==> src/rtl/uart_rx_fifo_8n1.sv <==
// rtl/uart_rx_fifo_8n1.sv - oversampling 8N1 UART receiver feeding a show-ahead byte FIFO
// Define UART_RX_PARITY_EN to receive 8E1 frames with parity checking.
`timescale 1ns/1ps
module uart_rx_fifo_8n1 #(
    parameter int CLK_FREQ   = 25000000,
    parameter int BAUD       = 115200,
    parameter int OVERSAMPLE = 16,
    parameter int FIFO_DEPTH = 16
) (
    input  logic                          CLK,
    input  logic                          RESET_N,
    input  logic                          RX_LINE,
    input  logic                          RD,
    output logic [7:0]                    DATA_OUT,
    output logic                          RX_VALID,
    output logic [$clog2(FIFO_DEPTH):0]   FIFO_LEVEL,
    output logic                          FRAME_ERR,
    output logic                          PARITY_ERR,
    output logic                          OVERRUN
);
    localparam int AW = $clog2(FIFO_DEPTH);
    localparam int CW = $clog2(OVERSAMPLE);
    localparam logic [31:0]   INC  = 32'(BAUD * OVERSAMPLE);
    localparam logic [31:0]   CLKF = 32'(CLK_FREQ);
    localparam logic [CW-1:0] MID  = CW'(OVERSAMPLE / 2 - 1);
    localparam logic [CW-1:0] LAST = CW'(OVERSAMPLE - 1);
    localparam logic [AW:0]   FULL = (AW + 1)'(FIFO_DEPTH);

    typedef enum logic [2:0] {S_IDLE, S_START, S_DATA, S_PARITY, S_STOP, S_WAIT} state_t;

    logic [1:0]    sync_q;
    logic          rx_s;
    logic [31:0]   acc_q, acc_d, acc_sum;
    logic          tick_q, tick_d;
    state_t        state_q, state_d;
    logic [CW-1:0] cnt_q, cnt_d;
    logic [2:0]    bit_q, bit_d;
    logic [7:0]    shift_q, shift_d;
    logic          stop_sample, par_bad, push_now, ferr_now, perr_now;
    logic          push_q, frame_err_q, parity_err_q;
    logic [7:0]    push_data_q;
`ifdef UART_RX_PARITY_EN
    logic          par_q, par_d;
`endif

    assign rx_s = sync_q[1];

    assign acc_sum = acc_q + INC;
    always_comb begin
        tick_d = (acc_sum >= CLKF);
        acc_d  = tick_d ? acc_sum - CLKF : acc_sum;
    end

    always_ff @(posedge CLK or negedge RESET_N) begin
        if (!RESET_N) begin
            sync_q  <= 2'b11;
            acc_q   <= '0;
            tick_q  <= 1'b0;
            state_q <= S_IDLE;
            cnt_q   <= '0;
            bit_q   <= '0;
            shift_q <= '0;
`ifdef UART_RX_PARITY_EN
            par_q   <= 1'b0;
`endif
        end else begin
            sync_q  <= {sync_q[0], RX_LINE};
            acc_q   <= acc_d;
            tick_q  <= tick_d;
            state_q <= state_d;
            cnt_q   <= cnt_d;
            bit_q   <= bit_d;
            shift_q <= shift_d;
`ifdef UART_RX_PARITY_EN
            par_q   <= par_d;
`endif
        end
    end

    // START waits half a bit so every later sample lands on a bit centre.
    always_comb begin
        state_d = state_q;
        cnt_d   = cnt_q;
        bit_d   = bit_q;
        shift_d = shift_q;
`ifdef UART_RX_PARITY_EN
        par_d   = par_q;
`endif
        case (state_q)
            S_IDLE: begin
                if (!rx_s) begin
                    state_d = S_START;
                    cnt_d   = '0;
                end
            end
            S_START: begin
                if (tick_q) begin
                    if (cnt_q == MID) begin
                        cnt_d   = '0;
                        bit_d   = '0;
                        state_d = rx_s ? S_IDLE : S_DATA;
                    end else begin
                        cnt_d = cnt_q + 1'b1;
                    end
                end
            end
            S_DATA: begin
                if (tick_q) begin
                    if (cnt_q == LAST) begin
                        cnt_d   = '0;
                        shift_d = {rx_s, shift_q[7:1]};
                        bit_d   = bit_q + 3'd1;
                        if (bit_q == 3'd7) begin
`ifdef UART_RX_PARITY_EN
                            state_d = S_PARITY;
`else
                            state_d = S_STOP;
`endif
                        end
                    end else begin
                        cnt_d = cnt_q + 1'b1;
                    end
                end
            end
            S_PARITY: begin
                if (tick_q) begin
                    if (cnt_q == LAST) begin
                        cnt_d   = '0;
                        state_d = S_STOP;
`ifdef UART_RX_PARITY_EN
                        par_d   = rx_s;
`endif
                    end else begin
                        cnt_d = cnt_q + 1'b1;
                    end
                end
            end
            S_STOP: begin
                if (tick_q) begin
                    if (cnt_q == LAST) begin
                        cnt_d   = '0;
                        state_d = rx_s ? S_IDLE : S_WAIT;
                    end else begin
                        cnt_d = cnt_q + 1'b1;
                    end
                end
            end
            S_WAIT: begin
                if (rx_s) state_d = S_IDLE;
            end
            default: state_d = S_IDLE;
        endcase
    end

    always_comb begin
        stop_sample = (state_q == S_STOP) && tick_q && (cnt_q == LAST);
`ifdef UART_RX_PARITY_EN
        par_bad     = (par_q != ^shift_q);
`else
        par_bad     = 1'b0;
`endif
        push_now    = stop_sample && rx_s && !par_bad;
        ferr_now    = stop_sample && !rx_s;
        perr_now    = stop_sample && par_bad;
    end

    always_ff @(posedge CLK or negedge RESET_N) begin
        if (!RESET_N) begin
            push_q       <= 1'b0;
            push_data_q  <= '0;
            frame_err_q  <= 1'b0;
            parity_err_q <= 1'b0;
        end else begin
            push_q       <= push_now;
            push_data_q  <= shift_q;
            frame_err_q  <= ferr_now;
            parity_err_q <= perr_now;
        end
    end

    assign FRAME_ERR = frame_err_q;
`ifdef UART_RX_PARITY_EN
    assign PARITY_ERR = parity_err_q;
`else
    assign PARITY_ERR = 1'b0;
`endif

    logic [7:0]    mem [FIFO_DEPTH];
    logic [AW-1:0] wr_ptr_q, rd_ptr_q;
    logic [AW:0]   level_q;
    logic [7:0]    hold_q;
    logic          overrun_q;
    logic          do_pop, do_push;

    assign do_pop  = RD && (level_q != '0);
    assign do_push = push_q && ((level_q != FULL) || do_pop);

    always_ff @(posedge CLK) begin
        if (do_push) mem[wr_ptr_q] <= push_data_q;
    end

    // hold_q keeps the last shown head so DATA_OUT is stable once the FIFO drains.
    always_ff @(posedge CLK or negedge RESET_N) begin
        if (!RESET_N) begin
            wr_ptr_q  <= '0;
            rd_ptr_q  <= '0;
            level_q   <= '0;
            hold_q    <= '0;
            overrun_q <= 1'b0;
        end else begin
            if (do_push) wr_ptr_q <= wr_ptr_q + 1'b1;
            if (do_pop)  rd_ptr_q <= rd_ptr_q + 1'b1;
            if (do_push && !do_pop)      level_q <= level_q + 1'b1;
            else if (do_pop && !do_push) level_q <= level_q - 1'b1;
            if (RX_VALID) hold_q <= mem[rd_ptr_q];
            if (push_q && !do_push) overrun_q <= 1'b1;
        end
    end

    assign RX_VALID   = (level_q != '0);
    assign DATA_OUT   = RX_VALID ? mem[rd_ptr_q] : hold_q;
    assign FIFO_LEVEL = level_q;
    assign OVERRUN    = overrun_q;
endmodule

==> config.mk <==
export PLATFORM = sky130hd
export DESIGN_NAME = uart_rx_fifo_8n1
export DESIGN_NICKNAME = d
export VERILOG_FILES = /design/src/rtl/uart_rx_fifo_8n1.sv
export SDC_FILE = /design/constraint.sdc
export NUM_CORES = 1
export LEC_CHECK = 0
export CORE_MARGIN = 4
export CORE_UTILIZATION = 50
export DETAILED_ROUTE_END_ITERATION = 8
export PLACE_DENSITY = 0.66
export SETUP_SLACK_MARGIN = 0.05
export SLEW_MARGIN = 20
export SYNTH_ARGS = -nofsm -noshare
export SYNTH_HDL_FRONTEND = slang
export SYNTH_SLANG_ARGS = --single-unit
==> constraint.sdc <==
create_clock -name CLK -period 7.3 [get_ports CLK]
set_clock_uncertainty 0.15 [all_clocks]
set_input_delay 1.46 -clock CLK [delete_from_list [all_inputs] [get_ports CLK]]
set_output_delay 1.46 -clock CLK [all_outputs]
set_load 0.01 [all_outputs]
* After elaboration in Yosys (flattened, before gate mapping)
Memories as Yosys holds them, arrays and structs flattened.
Cells that the tools add are included.
** Word-level totals
- Output and inout bits :: 17
- Input port bits :: 4
- Register bits :: 85
- Bits in writable memories :: 128
- Memories :: 1
- Word-level logic and storage cells :: 100
** Cells by class
- Eq/ne operators :: 21
- Reduce and logical (&&, ||, !) cells :: 23
- Muxes and demuxes :: 31
- Magnitude comparators :: 1
- Add/subtract/negate cells :: 8
** Memories
- mem :: words 16, width 8, rd ports 1, clocked after Yosys merged registers in 0, write ports 1, RTL line 188 : logic [7:0] mem [FIFO_DEPTH];
** Operators with widths (number)
- $mux W3 :: 16
- $add A32 B21 Y32 const B :: 1
- $ge A32 B25 Y1 const B :: 1
- $mux W32 :: 1
- $sub A32 B25 Y32 const B :: 1
- $ne A2 B2 Y1 const B :: 11
- $mux W4 :: 5
- $pmux W3 S6 :: 1
- $add A4 B1 Y4 const B :: 3
- $pmux W4 S3 :: 1
- $reduce_and A11 Y1 :: 1
- $mux W5 :: 2
- $eq A3 B3 Y1 const B :: 3
- $logic_and A1 B1 Y1 :: 9
- $mux W8 :: 1
- $eq A3 B2 Y1 const B :: 2
- $pmux W3 S2 :: 1
- $add A5 B1 Y5 const B :: 1
- $ne A5 B5 Y1 const B :: 1
- $reduce_and A5 Y1 :: 1
- $reduce_bool A5 Y1 :: 1
- $sub A5 B1 Y5 const B :: 1
- $eq A4 B3 Y1 const B :: 1
- $eq A4 B4 Y1 const B :: 1
- 13 further kinds :: 17

* Depth between registers and ports, before layout
Gate-level depths: netlist of the first run.
- Depth in word-level cells :: 8
- Mapped depth :: 13
- Gate-level depth less buffers :: 12

* Worst setup path before layout of the first run
OpenSTA, ideal clock, no wires.
- Kind :: register -> output
- Start point :: reg rd_ptr_q[0]
- End point :: out DATA_OUT[0]
- Buffers on the path :: 2
- Required time :: 5.690 ns
- Cell stages (with the launch flop) :: 6
- Data arrival time :: 2.506 ns
- Path slack :: 3.184 ns
- Path through :: dfrtp_1 -> clkbuf_1 -> buf_1 -> mux4_2 -> mux4_2 -> mux2_2
** On the way
- Word-level cells in the longest chain between the ends :: 2
** RTL lines
- from (decl) :: RTL line 189 : logic [AW-1:0] wr_ptr_q, rd_ptr_q;
- from (signal assigned) :: RTL line 212 : if (do_pop) rd_ptr_q <= rd_ptr_q + 1'b1;
- $mem_v2 Z16 W8
- $mux W8 :: RTL line 221 : assign DATA_OUT = RX_VALID ? mem[rd_ptr_q] : hold_q;
- to (decl) :: RTL line 14 : output logic [7:0] DATA_OUT,
Every way passes these cells.

* Final worst setup path of the first run
- Start point :: reg rd_ptr_q[0]
- End point :: out DATA_OUT[7]
Same word-level chain as after synthesis.

==> impl_metrics.csv, run 1 <==
group,metric,value,unit
clock_network,clk_pin_slew,0.06,ns
synthesis,synth_top_area_cell,"edfxtp_1",
final_layout,final_common_cell,"edfxtp_1",
clock_network,cts_tree,"yes",
clock_network,numCtsBuffers,22,
pwr,power_leakage,4.02,nW
final_layout,drive_above_1_share,0.165,
worst_setup_path,cp_cell_sequence,"mux4_2 -> mux4_2 -> mux2_2 -> clkdlybuf4s50_1",
worst_setup_path,cpMaxStageDelayCell,"dfrtp_4",
worst_setup_path,cp_max_fo,35,
job,cap_violations,0,
routing,wl_per_cell,19.3,µm
placed_design,place_inst,831,
pwr,total_power,2.29,mW
synthesis,synth_flop_cell,"edfxtp_1",
final_layout,fin_cells,871,
sta,worst-slew-pin-transition,0.859,ns
floorplan,die_h,143,µm
worst_setup_path,cp_common_cell,"mux4_2",
sta,slew_violations,0,
clock_network,post_cts_buffers,0,
sta,fin_crit_sh,0.666,
synthesis,synth_nets,629,
synthesis,syn_area,9100,µm²
sta,fmax,0.206,GHz
clock_network,cts_resized,0,
final_layout,synthToLayoutAreaGrowth,11.5,%
routing,drt_wl_total,16900,µm
hold_path,min_from,"sync_q[0]",
pwr,ir_drop,0.212,mV
clock_network,cts_hold_buf,0,
floorplan,fp-row-count,49,
routing,ant_nets,0,
worst_setup_path,path_class,"reg -> out",
placed_design,place_congestion,0.812,
worst_setup_path,setup.worst_path.end_class,"output port",
hold_path,hold_class,"reg -> reg",
synthesis,synthTopCellsByArea,"edfxtp_1, dfrtp_1, mux4_2",
sta,setup_slack,2.44,ns
sta,setup_tns,0,ns
placed_design,dp_slack,2.92,ns
routing,firstDrtPassIters,4,
worst_setup_path,critical-path-max-stage-delay,0.88,ns
clock_network,clockRootBuffer,"clkbuf_16",
synthesis,synth-async-reset-ratio,0.382,
worst_setup_path,regToRegStartpoint,"acc_q[13]",
floorplan,fp.dieW,143,µm
worst_setup_path,startpoint,"rd_ptr_q[0]",
floorplan,dieArea,20400,µm²
final_layout,nNetsFinal,647,
global_route,overflow,0,
sta,setup_viol,0,
floorplan,coreArea,18000,µm²
floorplan,start_util,0.507,
synthesis,synth_warnings,0,
status,status,"finished clean",
global_route,grt_usage,0.171,
global_route,grt_max_degree,67,
synthesis,yosysSeqAreaShare,0.640,
routing,via_count,4912,
clock_network,htree_num_levels,1,
sta,min_period,4.86,ns
placed_design,io_buffers,19,
sta,hold_violations,0,
final_layout,layout_common_cells,"edfxtp_1, dfrtp_1, nand2_1",
clock_network,clock_latency,0.50,ns
clock_network,cts_sinks,207,
final_layout,insertedDiodeCount,0,
routing,drt-vias-per-instance,5.64,
global_route,antenna_found_initial,0,
sta,rsz0062_at_grt,"false",
clock_network,cts.path.max_buffers,3,
worst_setup_path,cp.arrival,3.25,ns
synthesis,syn_avg_cell_area,15.0,µm²
routing,drc,0,
routing,drt_iter0_markers,328,
floorplan,ios,21,
pwr,p_per_area,225,nW/µm²
global_route,grt_pass1_wl,27400,µm
synthesis,ys_types,67,
sta,relSlewSlack,0.427,
worst_setup_path,cp-start-kind,"flip-flop",
synthesis,synth_edf_count,128,
synthesis,synth_cells,608,
worst_setup_path,cp.required,5.69,ns
synthesis,synth_top_area_share,0.422,
placed_design,dpl.hpwl,10600,µm
global_route,grt_pass1_vias,5004,
synthesis,ys_seq_elements,207,
worst paths after layout:
kind | to | slack (ns) | cells after the start
worst max-delay path | DATA_OUT[7] | 2.44 | 4
worst min-delay path | sync_q[1] | 0.21 | 0
worst max register to register | acc_q[19] | 2.97 | 10
worst min register to register | sync_q[1] | 0.21 | 0
max in group asynchronous | shift_q[1] | 5.22 | 2
min in group asynchronous | hold_q[5] | 0.67 | 1
metrics by stage:
stage                     hold WS (ns)  instance area, µm²   util
after floorplan                  0.195                9100      -
after global placement           0.197                9460  0.527
after detailed placement         0.205                9470  0.527
after CTS                        0.214               10200  0.565
after global routing             0.216               10200  0.565
final                            0.211               10200  0.565
area by class of cell:
| cell class | instances | area (µm²) |
|---|---|---|
| inverters | 22 | 82.6 |
| repair buffers | 21 | 203 |
| fillers | 1399 | 7810 |
| clock buffers | 29 | 587 |
| clock inverters | 11 | 98.8 |
| multi-input cells | 352 | 3070 |
| flip-flops and latches | 207 | 5830 |
| well taps | 229 | 287 |
kinds of logic after synthesis:
family          Yosys count  share of synthesized area
other cells               1                   0.000412
buf+inv                  49                     0.0235
xor+xnor                 52                     0.0500
simple gates            163                     0.0926
mux                      59                      0.122
fa+ha+maj                17                     0.0242
compound gates           60                     0.0476
flops                   207                      0.640
sequential cells by signal (all words and copies together), names as in the netlist:
signal and cells:
FRAME_ERR 1, FIFO_LEVEL 5, mem 128, cnt_q 4, acc_q 26, hold_q 8
sync_q 2, state_q 3, rd_ptr_q 4, bit_q 3, tick_q 1, push_q 1
OVERRUN 1, wr_ptr_q 4, push_data_q 8, shift_q 8
synthesized netlist by cell type (2+ instances only):
master and count:
edfxtp_1 128, dfrtp_1 77, nand2_1 50, mux4_2 40, xnor2_1 35, nand3_1 23, inv_1 21, and2_1 19
nor2_1 19, o21ai_0 17, xor2_1 17, ha_1 16, mux2_2 16, clkbuf_1 14, nor3_1 13, a21oi_1 10
nand4_1 6, a31oi_1 5, buf_1 5, nor4_1 5, nand2b_1 4, nand3b_1 4, or3_1 4, a21o_1 3
buf_2 3, buf_4 3, mux2i_1 3, a221o_1 2, and3_1 2, buf_6 2, dfstp_2 2, nor3b_1 2
o22ai_1 2, o31ai_1 2, or2_2 2
worst max-delay path: cells and delay by family, from the launching register on:
family | cells | cell delay [ns]
flops | 1 | 0.88
mux | 3 | 1.38
buf+inv | 1 | 0.48
per-layer routing:
metal	track usage	vias to the layer above	routed length, µm
met5	0	-	0
met4	0.0415	0	257
met3	0.0228	24	709
met2	0.295	89	8760
met1	0.234	2498	7130
li1	-	2301	-
power breakdown:
| group | switching [mW] | internal (mW) |
|---|---|---|
| combinational | 0.00937 | 0.00187 |
| sequential | 0.000640 | 1.23 |
| clock | 0.435 | 0.606 |
Note: power is estimated with default switching activity, not from simulation.
==> run 2, diff against run 1 <==
Settings changed: PLACE_DENSITY 0.66 to 0.69.
Clock period 7.3 ns to 4.3 ns, I/O delays scaled along.
==> run 2 against run 1 <==
Register-to-register slack worse by 2.3 ns; clock power is 71% higher; flip-flop and latch count stayed put; total power is 70% higher; global-route usage is 0.56 points lower; wire length is 4.1% lower; design area is 0.33% higher; die area stayed put; first-iteration DRC count is 0.30% higher; clock-buffer cell count is 5 higher; largest power group unchanged.
==> impl_metrics.csv, run 2 (synthesized netlist as in run 1, its figures left out) <==
group,metric,value,unit
sta,setup_viol,0,
global_route,antenna_found_initial,0,
floorplan,fp-row-count,49,
hold_path,hold_class,"reg -> reg",
final_layout,insertedDiodeCount,0,
worst_setup_path,r2r_setup_slack,0.64,ns
placed_design,io_buffers,19,
sta,worst-slew-pin-transition,0.675,ns
routing,via_count,4888,
sta,fmax,0.249,GHz
worst_setup_path,setup.worst_path.end_class,"output port",
final_layout,regMostFlops,"mem",
sta,hold_violations,0,
sta,min_period,4.02,ns
final_layout,synthToLayoutAreaGrowth,11.9,%
worst_setup_path,path_class,"reg -> out",
clock_network,cts_sinks,207,
sta,setup_tns,0,ns
floorplan,coreArea,18000,µm²
routing,ant_nets,0,
routing,wl_per_cell,18.4,µm
clock_network,cts_hold_buf,0,
final_layout,layout_common_cells,"edfxtp_1, dfrtp_1, nand2_1",
floorplan,die_h,143,µm
floorplan,dieArea,20400,µm²
job,cap_violations,0,
final_layout,largest_reg_flops,128,
placed_design,place_inst,836,
final_layout,drive_above_1_share,0.167,
routing,drt_wl_total,16200,µm
sta,rsz0062_at_grt,"false",
status,status,"finished clean",
placed_design,dpl.hpwl,11000,µm
clock_network,htree_num_levels,1,
worst_setup_path,ff2ff_path_depth,11,
routing,drt_iter0_markers,329,
floorplan,fp.dieW,143,µm
clock_network,clock_latency,0.50,ns
routing,drt-vias-per-instance,5.58,
clock_network,cts_resized,0,
worst_setup_path,r2r-end,"acc_q[10]",
worst_setup_path,cp.arrival,3.01,ns
worst_setup_path,cp-start-kind,"flip-flop",
clock_network,numCtsBuffers,22,
worst_setup_path,cp.required,3.29,ns
floorplan,start_util,0.507,
clock_network,cts.path.max_buffers,3,
routing,firstDrtPassIters,4,
final_layout,final_common_cell,"edfxtp_1",
clock_network,clockRootBuffer,"clkbuf_16",
worst_setup_path,regToRegStartpoint,"acc_q[13]",
routing,drc,0,
worst_setup_path,cp_max_fo,17,
clock_network,clk_pin_slew,0.06,ns
global_route,grt_pass1_wl,27000,µm
hold_path,hold_end,"sync_q[1]",
final_layout,nNetsFinal,652,
final_layout,fin_cells,876,
clock_network,post_cts_buffers,0,
final_layout,largestRegisters,"mem: 128 flops, acc_q: 26 flops",
hold_path,hold_depth,0,
global_route,grt_pass1_vias,5088,
pwr,p_per_area,382,nW/µm²
global_route,grt_usage,0.166,
placed_design,place_congestion,0.879,
hold_path,min_from,"sync_q[0]",
pwr,ir_drop,0.417,mV
global_route,grt_max_degree,49,
sta,slew_violations,0,
sta,fin_crit_sh,0.935,
floorplan,ios,21,
sta,relSlewSlack,0.550,
global_route,overflow,0,
clock_network,cts_tree,"yes",
pwr,power_leakage,4.04,nW
[run 2: how the worst max path moves through the flow]
| stage | startpoint | endpoint | slack (ns) | cells after the start |
|---|---|---|---|---|
| 2_1_floorplan | rd_ptr_q[0] | DATA_OUT[0] | 0.78 | 5 |
| 3_3_place_gp | acc_q[13] | acc_q[10] | 0.73 | 11 |
| 3_5_place_dp | acc_q[13] | acc_q[10] | 0.68 | 11 |
| 4_1_cts | rd_ptr_q[0] | DATA_OUT[6] | 0.23 | 5 |
| 5_1_grt | rd_ptr_q[0] | DATA_OUT[6] | 0.15 | 5 |
| 6_report | rd_ptr_q[0] | DATA_OUT[5] | 0.28 | 5 |
[run 2: power by group]
part           leakage, nW  internal, mW  total [mW]  switching (mW)
registers             2.50          2.10        2.10        0.000824
logic                 1.21       0.00318      0.0190          0.0158
clock network        0.332          1.05        1.78           0.727
total                 4.04          3.15        3.89           0.744
[run 2: final cells by class]
cell class	instances	area, µm²
inverters	22	82.6
clock inverters	6	68.8
fillers	1387	7780
multi-input cells	352	3070
clock buffers	34	616
repair buffers	26	240
flip-flops and latches	207	5820
well taps	229	287
[run 2: metrics by stage]
stage               total power [mW]  hold slack [ns]  utilization  cell area (µm²)  setup slack (ns)
finish                          3.89            0.206        0.567            10200             0.281
global route                    4.03            0.209        0.567            10200             0.146
CTS                             3.94            0.207        0.567            10200             0.229
detailed placement              2.16            0.198        0.529             9500             0.677
global placement                2.16            0.196        0.529             9500             0.726
floorplan                       2.14            0.195            -             9100             0.784
[run 2: critical path, stage by stage, from the launching register on]
cell and delay, ns:
dfrtp_2 0.35, buf_4 0.31, mux4_2 0.59, mux4_2 0.48, mux2_2 0.29, clkdlybuf4s50_1 0.48
[run 2: metal layers]
layer	wire length, µm	up-vias	share of wire	global-route usage
li1	-	2316	-	-
met2	8300	87	0.51	0.286
met1	7010	2461	0.43	0.224
met4	299	0	0.019	0.0395
met5	0	-	0	0
met3	540	24	0.033	0.0248
